`src/rtl/axi_slave_write_if.sv`:
```
// AXI4 write-channel slave feeding a single-port word memory with zero-cycle write latency.
// Optional AXI_WR_SLVERR_EN: non-INCR bursts or sizes above 32 bits are answered with SLVERR.
`ifndef AXI_IDS_BITS
`define AXI_IDS_BITS 8
`endif
`ifndef AXI_ADDR_BITS
`define AXI_ADDR_BITS 32
`endif
`ifndef AXI_LEN_BITS
`define AXI_LEN_BITS 4
`endif
`ifndef AXI_SIZE_BITS
`define AXI_SIZE_BITS 3
`endif
`ifndef AXI_DATA_BITS
`define AXI_DATA_BITS 32
`endif
`ifndef AXI_STRB_BITS
`define AXI_STRB_BITS 4
`endif

module axi_slave_write_if #(
  parameter int MEM_AW = 14
) (
  input  logic                       clk,
  input  logic                       rst,
  input  logic [`AXI_IDS_BITS-1:0]   AWID,
  input  logic [`AXI_ADDR_BITS-1:0]  AWADDR,
  input  logic [`AXI_LEN_BITS-1:0]   AWLEN,
  input  logic [`AXI_SIZE_BITS-1:0]  AWSIZE,
  input  logic [1:0]                 AWBURST,
  input  logic                       AWVALID,
  output logic                       AWREADY,
  input  logic [`AXI_DATA_BITS-1:0]  WDATA,
  input  logic [`AXI_STRB_BITS-1:0]  WSTRB,
  input  logic                       WLAST,
  input  logic                       WVALID,
  output logic                       WREADY,
  output logic [7:0]                 BID,
  output logic [1:0]                 BRESP,
  output logic                       BVALID,
  input  logic                       BREADY,
  output logic                       mem_we,
  output logic [MEM_AW-1:0]          mem_addr,
  output logic [31:0]                mem_wdata,
  output logic [3:0]                 mem_bwe
);

  typedef enum logic [1:0] {
    IDLE = 2'd0,
    DATA = 2'd1,
    RESP = 2'd2
  } state_t;

  state_t            state_r;
  state_t            state_s;
  logic [7:0]        awid_r;
  logic [MEM_AW-1:0] addr_r;
  logic [3:0]        len_r;
  logic [3:0]        beat_r;
  logic [2:0]        size_r;
  logic [1:0]        burst_r;
  logic              err_r;
  logic              err_s;
  logic              aw_hs_s;
  logic              w_hs_s;
  logic              unused_ok_s;

  assign AWREADY = (state_r == IDLE);
  assign WREADY  = (state_r == DATA);
  assign BVALID  = (state_r == RESP);

  assign aw_hs_s = AWVALID && AWREADY;
  assign w_hs_s  = WVALID && WREADY;

`ifdef AXI_WR_SLVERR_EN
  assign err_s = (AWBURST != 2'b01) || (AWSIZE > 3'b010);
`else
  assign err_s = 1'b0;
`endif

  // An errored burst still consumes its beats, it just never reaches the memory.
  assign mem_we    = w_hs_s && !err_r;
  assign mem_addr  = addr_r + {{(MEM_AW-4){1'b0}}, beat_r};
  assign mem_wdata = WDATA;
  assign mem_bwe   = WSTRB;

  assign BID   = awid_r;
  assign BRESP = (BVALID && err_r) ? 2'b10 : 2'b00;

  // WLAST plays no part in termination; latched size/burst are kept only for visibility.
  assign unused_ok_s = ^{AWADDR[`AXI_ADDR_BITS-1:MEM_AW+2], AWADDR[1:0], WLAST, size_r, burst_r};

  // FSM state register.
  always_ff @(posedge clk or negedge rst) begin
    if (!rst) begin
      state_r <= IDLE;
    end else begin
      state_r <= state_s;
    end
  end

  // Next-state logic: burst ends on the beat whose index equals the latched length.
  always_comb begin
    state_s = state_r;
    case (state_r)
      IDLE: begin
        if (AWVALID) state_s = DATA;
        else         state_s = IDLE;
      end
      DATA: begin
        if (w_hs_s && (beat_r == len_r)) state_s = RESP;
        else                             state_s = DATA;
      end
      RESP: begin
        if (BREADY) state_s = IDLE;
        else        state_s = RESP;
      end
      default: state_s = IDLE;
    endcase
  end

  // Address-phase capture and beat counting.
  always_ff @(posedge clk or negedge rst) begin
    if (!rst) begin
      awid_r  <= 8'd0;
      addr_r  <= {MEM_AW{1'b0}};
      len_r   <= 4'd0;
      size_r  <= 3'd0;
      burst_r <= 2'd0;
      err_r   <= 1'b0;
      beat_r  <= 4'd0;
    end else if (aw_hs_s) begin
      awid_r  <= AWID;
      addr_r  <= AWADDR[MEM_AW+1:2];
      len_r   <= AWLEN;
      size_r  <= AWSIZE;
      burst_r <= AWBURST;
      err_r   <= err_s;
      beat_r  <= 4'd0;
    end else if (w_hs_s) begin
      beat_r  <= beat_r + 4'd1;
    end
  end

endmodule

```
`config.mk`:
```
export PLATFORM = sky130hd
export DESIGN_NAME = axi_slave_write_if
export DESIGN_NICKNAME = d
export VERILOG_FILES = /design/src/rtl/axi_slave_write_if.sv
export SDC_FILE = /design/constraint.sdc
export NUM_CORES = 1
export LEC_CHECK = 0
export ABC_CLOCK_PERIOD_IN_PS = 3700
export CAP_MARGIN = 0
export CORE_UTILIZATION = 36
export CTS_CLUSTER_DIAMETER = 60
export DETAILED_ROUTE_END_ITERATION = 10
export HOLD_SLACK_MARGIN = 0.1
export PLACE_DENSITY = 0.91
export SYNTH_ARGS = -nofsm -noshare
export SYNTH_HDL_FRONTEND = slang
export SYNTH_SLANG_ARGS = --single-unit
export TNS_END_PERCENT = 50
```
`constraint.sdc`:
```
create_clock -name clk -period 3.7 [get_ports clk]
set_input_delay 0.37 -clock clk [delete_from_list [all_inputs] [get_ports clk]]
set_output_delay 0.37 -clock clk [all_outputs]
set_load 0.01 [all_outputs]
```
==> run summary, run 1 <==
HP Class = in2async
Max-cap violation count = 0
Setup Fix Bufs, Post-CTS = 0
Row cnt = 26
Starting Density = 37.5%
Syn_area_per_cell = 11.0 um^2
Worst-Margin Slew = 0.728 ns
Register area share after synthesis = 41.5%
Chip width = 75.2 um
Crit path time final = 3.22 ns
CTS tree = done
Routed length per instance = 13.6 um
#FFs+latches synth = 32
Final HPWL DP = 2760 um
Tcrit/Tclk final = 87.0%
CP Max Fanout = 5
Max_slew headroom = 51.4%
Non-Filler Instances = 268
Antenna Cells = 0
Post_cts resized = 0
Area grow syn2layout = 21.5%
Unrepaired setup endpoints after global routing = no
CTS root buf = clkbuf_8
Vias in the first global route = 1,272
Die area = 5650 um^2
First-pass GRT wire length = 5700 um
Drt pass-1 iters = 2
R2R Setup Slk = 1.69 ns
Via count = 1,230
Clk buf depth = 2
Dpl cells = 261
Startpoint types = flip-flop
CP Data Required Time = 3.33 ns
Pwr/cell area = 815 nW/um^2
Final setup skew = 0.00146 ns
Share of layout cells above drive strength 1 = 9.09%
Peak supply drop = 0.422 mV
GP Congestion = 0.712
Post-CTS Hold Fix Bufs = 0
R2R cell count = 4
Critical path class = reg2out
Top cells by area, synth = dfrtp_1 (42%), buf_4 (15%), mux2_1 (9.3%), xor2_1 (6.4%), mux2_2 (4.7%)
Syn Inst Count = 175
Htree depth = 2
Reg clk slew, reported paths = 0.06 ns
Core Box Area = 5140 um^2
Final hold vios = 0
WL final = 3640 um
Crit end category = primary output
DIE HEIGHT = 75.2 um
Worst setup margin = 0.481 ns
Clk sinks = 32
Fmax = 0.311 GHz
Pre-CTS setup slack = 0.770 ns
Outcome = completed
GRT Total Usage = 13.7%
Worst reg2reg path endpoint = addr_r[5]
Leading area contributor after synthesis = dfrtp_1
Initial DRC Count = 21
Num ports = 155
Remaining global-route overflow = 0
Total CTS buffers = 5
Pin count of the biggest net entering global routing = 33
Netlist cell types = 34
Leak = 0.996 nW
Final Setup Violations = 0
Slew Limit Fails = 0
Vias per Instance = 4.59
Post-route setup TNS = 0 ns
DRC viols = 0
Total power = 1.91 mW
Warnings from Yosys = 0
Critical Path AT = 2.85 ns
Worst-Skew Late Latency = 0.28 ns
Final net count = 295
Syn Std Cell Area = 1930 um^2
Top cell type's share of synthesized area = 41.5%
Antenna violations before repair = 0
Port Buf Inserts = 56
Critical R2R Launch = state_r[0]
Final ANT Viol Nets = 0
[placed cells by master, fill, tap and decap left out, types with 2 or more instances in the layout]
cell,synthesis,layout
nand2_1,7,7
mux2_2,8,8
a211oi_1,3,3
mux2_1,16,16
clkdlybuf4s50_1,0,56
nor2_1,7,7
buf_4,38,2
xor2_1,14,14
a21oi_1,3,3
dfrtp_1,32,32
xnor2_1,5,5
ha_1,5,5
o21ai_0,2,2
a21o_1,2,2
conb_1,1,2
inv_1,7,7
clkbuf_8,0,5
o21ai_1,2,2
nor2b_1,3,3
[state kept, by name (all words and copies together), names as in the netlist]
| register | cells |
|---|---|
| BID | 8 |
| addr_r | 14 |
| len_r | 4 |
| beat_r | 4 |
| state_r | 2 |
[metrics by stage]
stage / cell area, um^2 / hold slack, ns / util, %
2_1_floorplan: 1930 / 0.0744 / -
3_3_place_gp: 2270 / 0.469 / 44.1
3_5_place_dp: 2270 / 0.479 / 44.1
4_1_cts: 2340 / 0.494 / 45.6
5_1_grt: 2340 / 0.510 / 45.6
6_report: 2340 / 0.489 / 45.6
[cell type report]
class,count,area [um^2]
Clock inverter,1,5.00
Clock buffer,6,72.6
Fill cell,532,2800
Timing Repair Buffer,58,576
Sequential cell,32,801
Inverter,7,26.3
Multi-Input combinational cell,94,776
Tap cell,70,87.6
[critical path: stages, from the launching register on]
cell             delay (ns)
dfrtp_1                0.45
ha_1                   0.25
inv_1                  0.07
fa_1                   0.40
nor2b_1                0.13
o21ai_1                0.15
a211oi_1               0.37
xor2_1                 0.20
clkdlybuf4s50_1        0.56
[layer usage]
layer  vias to the layer above  track usage [%]  part of all wire (%)
met1                       584             15.6                    41
met4                         0             5.35                   1.6
met2                        54             23.9                    50
met3                         8             4.55                   7.3
li1                        584                -                     -
met5                         -                0                     0
[cell families after synthesis]
group | share of synthesized area, %
adders and majority gates | 4.28
muxes | 14.0
xor gates and xnor gates | 8.63
AOI/OAI and AO/OA | 5.00
DFF | 41.5
other | 0.194
and+or+nand+nor | 7.92
buffers and inverters | 18.4
[report_power, final]
group	total, mW	leakage (nW)	internal [mW]	switching [mW]
registers	0.652	0.385	0.520	0.132
logic	1.01	0.571	0.593	0.412
clock network	0.253	0.0410	0.128	0.125
[synth_stat cells]
| master | instances |
|---|---|
| nor3b_1 | 1 |
| o21ai_1 | 2 |
| and3b_1 | 1 |
| a211oi_1 | 3 |
| dfrtp_1 | 32 |
| and2_1 | 1 |
| mux2_2 | 8 |
| nand2_1 | 7 |
| nor2_1 | 7 |
| conb_1 | 1 |
| and4_1 | 1 |
| nor4_1 | 1 |
| buf_4 | 38 |
| buf_2 | 2 |
| a21o_1 | 2 |
| ha_1 | 5 |
| o21a_1 | 1 |
| nand4_1 | 1 |
| a21oi_1 | 3 |
| o21ai_0 | 2 |
| xor2_1 | 14 |
| nor2b_1 | 3 |
| nand2b_1 | 1 |
| fa_1 | 1 |
| nand2_2 | 1 |
| nor3_1 | 1 |
| buf_6 | 3 |
| xnor2_1 | 5 |
| inv_1 | 7 |
| mux2_1 | 16 |
| nand3_1 | 1 |
| nor4b_2 | 1 |
| a22o_1 | 1 |
| a21boi_0 | 1 |
[worst max path at each step]
stage	startpoint	end
5_1_grt	beat_r[0]	mem_addr[10]
6_report	beat_r[0]	mem_addr[10]
2_1_floorplan	beat_r[0]	mem_addr[10]
4_1_cts	beat_r[0]	mem_addr[10]
3_3_place_gp	beat_r[0]	mem_addr[10]
3_5_place_dp	beat_r[0]	mem_addr[10]
(Power assumes the default switching activity.)
==> run 2: changes to the inputs <==
--- a/config.mk
+++ b/config.mk
@@ -12,6 +12,7 @@
 export DETAILED_ROUTE_END_ITERATION = 10
 export HOLD_SLACK_MARGIN = 0.1
 export PLACE_DENSITY = 0.91
+export SLEW_MARGIN = 30
 export SYNTH_ARGS = -nofsm -noshare
 export SYNTH_HDL_FRONTEND = slang
 export SYNTH_SLANG_ARGS = --single-unit
==> results of run 2 <==
The final DEF is identical to that of run 1; final timing and power are the same.
==> run 3: changes to the inputs <==
--- a/config.mk
+++ b/config.mk
@@ -6,11 +6,12 @@
 export NUM_CORES = 1
 export LEC_CHECK = 0
 export ABC_CLOCK_PERIOD_IN_PS = 3700
-export CAP_MARGIN = 0
+export CAP_MARGIN = 20
 export CORE_UTILIZATION = 36
 export CTS_CLUSTER_DIAMETER = 60
 export DETAILED_ROUTE_END_ITERATION = 10
 export HOLD_SLACK_MARGIN = 0.1
+export MAX_ROUTING_LAYER = met4
 export PLACE_DENSITY = 0.91
 export SLEW_MARGIN = 30
 export SYNTH_ARGS = -nofsm -noshare
==> run 3 against run 2 <==
Against the previous run:
- global-route usage rose by 0.43 points
- total power about the same
- critical path depth unchanged
- via count is 0.33% higher
- largest power group unchanged
- highest routed layer unchanged
==> run summary, run 3 (synthesis results as in run 1) <==
Htree depth = 2
Port Buf Inserts = 56
Clk buf depth = 2
CP Max Fanout = 5
Row cnt = 26
Final HPWL DP = 2760 um
Final Setup Violations = 0
Post-route setup TNS = 0 ns
Reg clk slew, reported paths = 0.06 ns
First-pass GRT wire length = 5700 um
Crit path time final = 3.22 ns
Vias in the first global route = 1,272
Register name with the most flops = addr_r
Critical Path AT = 2.85 ns
Clk sinks = 32
Drt pass-1 iters = 2
CTS root buf = clkbuf_8
Worst-Margin Slew = 0.727 ns
DIE HEIGHT = 75.2 um
CP Data Required Time = 3.33 ns
Final ANT Viol Nets = 0
Max_slew headroom = 51.5%
Die area = 5650 um^2
Dpl cells = 261
Fmax = 0.311 GHz
Startpoint types = flip-flop
Share of layout cells above drive strength 1 = 9.09%
Commonest non-fill, non-tap cell in the layout = clkdlybuf4s50_1
Remaining global-route overflow = 0
Number of flip-flops in the largest register = 14
Total CTS buffers = 5
DRC viols = 0
Starting Density = 37.5%
Pin count of the biggest net entering global routing = 33
Chip width = 75.2 um
WL final = 3630 um
Crit end category = primary output
Area grow syn2layout = 21.5%
Leak = 0.996 nW
Core Box Area = 5140 um^2
Routed length per instance = 13.6 um
CTS tree = done
Initial DRC Count = 20
Unrepaired setup endpoints after global routing = no
HP Class = in2async
Pwr/cell area = 816 nW/um^2
Setup Fix Bufs, Post-CTS = 0
Peak supply drop = 0.422 mV
GRT Total Usage = 14.2%
Outcome = completed
Most frequent cells in the layout = clkdlybuf4s50_1 (56), dfrtp_1 (32), mux2_1 (16), xor2_1 (14), mux2_2 (8)
Non-Filler Instances = 268
Post_cts resized = 0
Post-CTS Hold Fix Bufs = 0
GP Congestion = 0.721
Final net count = 295
Max-cap violation count = 0
Final hold vios = 0
Vias per Instance = 4.60
Antenna violations before repair = 0
Num ports = 155
Slew Limit Fails = 0
Final setup skew = 0.00164 ns
Antenna Cells = 0
Critical path class = reg2out
Via count = 1,234
Tcrit/Tclk final = 87.0%
FILL cells = 532
Worst-Skew Late Latency = 0.28 ns
## run 3: cell counts in the layout (fill, tap and decap cells not counted)
No cell type changed its count.
## run 3: layout make-up
| class | instances | area, um^2 | area share [%] |
|---|---|---|---|
| Clock buffer | 6 | 72.6 | 3.10 |
| Inverter | 7 | 26.3 | 1.12 |
| Clock inverter | 1 | 5.00 | 0.214 |
| Sequential cell | 32 | 801 | 34.2 |
| Multi-Input combinational cell | 94 | 776 | 33.1 |
| Timing Repair Buffer | 58 | 576 | 24.6 |
| Tap cell | 70 | 87.6 | 3.74 |
## run 3: power breakdown
| group | switching [mW] | internal [mW] | total [mW] | leakage, nW |
|---|---|---|---|---|
| registers | 0.132 | 0.520 | 0.652 | 0.385 |
| logic | 0.412 | 0.593 | 1.01 | 0.571 |
| clock network | 0.126 | 0.128 | 0.253 | 0.0410 |
## run 3: per-stage QoR
stage / instance area (um^2) / setup slack (ns) / hold WS [ns] / power (mW) / util [%]
after floorplan: 1930 / 1.53 / 0.0744 / 1.24 / -
after global placement: 2270 / 0.808 / 0.469 / 1.64 / 44.1
after detailed placement: 2270 / 0.770 / 0.479 / 1.68 / 44.1
after CTS: 2340 / 0.455 / 0.494 / 1.95 / 45.6
after global routing: 2340 / 0.274 / 0.510 / 2.06 / 45.6
final: 2340 / 0.480 / 0.487 / 1.91 / 45.6
## run 3: metal layers
layer  global-route usage [%]  vias up  wire length (um)
li1                         -      583                 -
met5                        -        -                 0
met3                     4.42       11               265
met1                     15.7      585              1490
met2                     23.9       55              1820
met4                     5.35        0                51
## run 3: worst paths after layout
path | start | endpoint | slack (ns) | cells after the start
max | beat_r[0] | mem_addr[10] | 0.48 | 8
min | rst | BID[3] | 0.49 | 2
max reg2reg | state_r[0] | addr_r[5] | 1.69 | 4
min reg2reg | BID[7] | BID[7] | 0.49 | 1
max in group asynchronous | rst | addr_r[5] | 2.92 | 2
min in group clk | BID[7] | BID[7] | 0.49 | 1
## run 3: worst max-delay path: stages, from the launching register on
cell and delay, ns:
dfrtp_1 0.45, ha_1 0.25, inv_1 0.07, fa_1 0.40, nor2b_1 0.13, o21ai_1 0.15
a211oi_1 0.37, xor2_1 0.20, clkdlybuf4s50_1 0.56
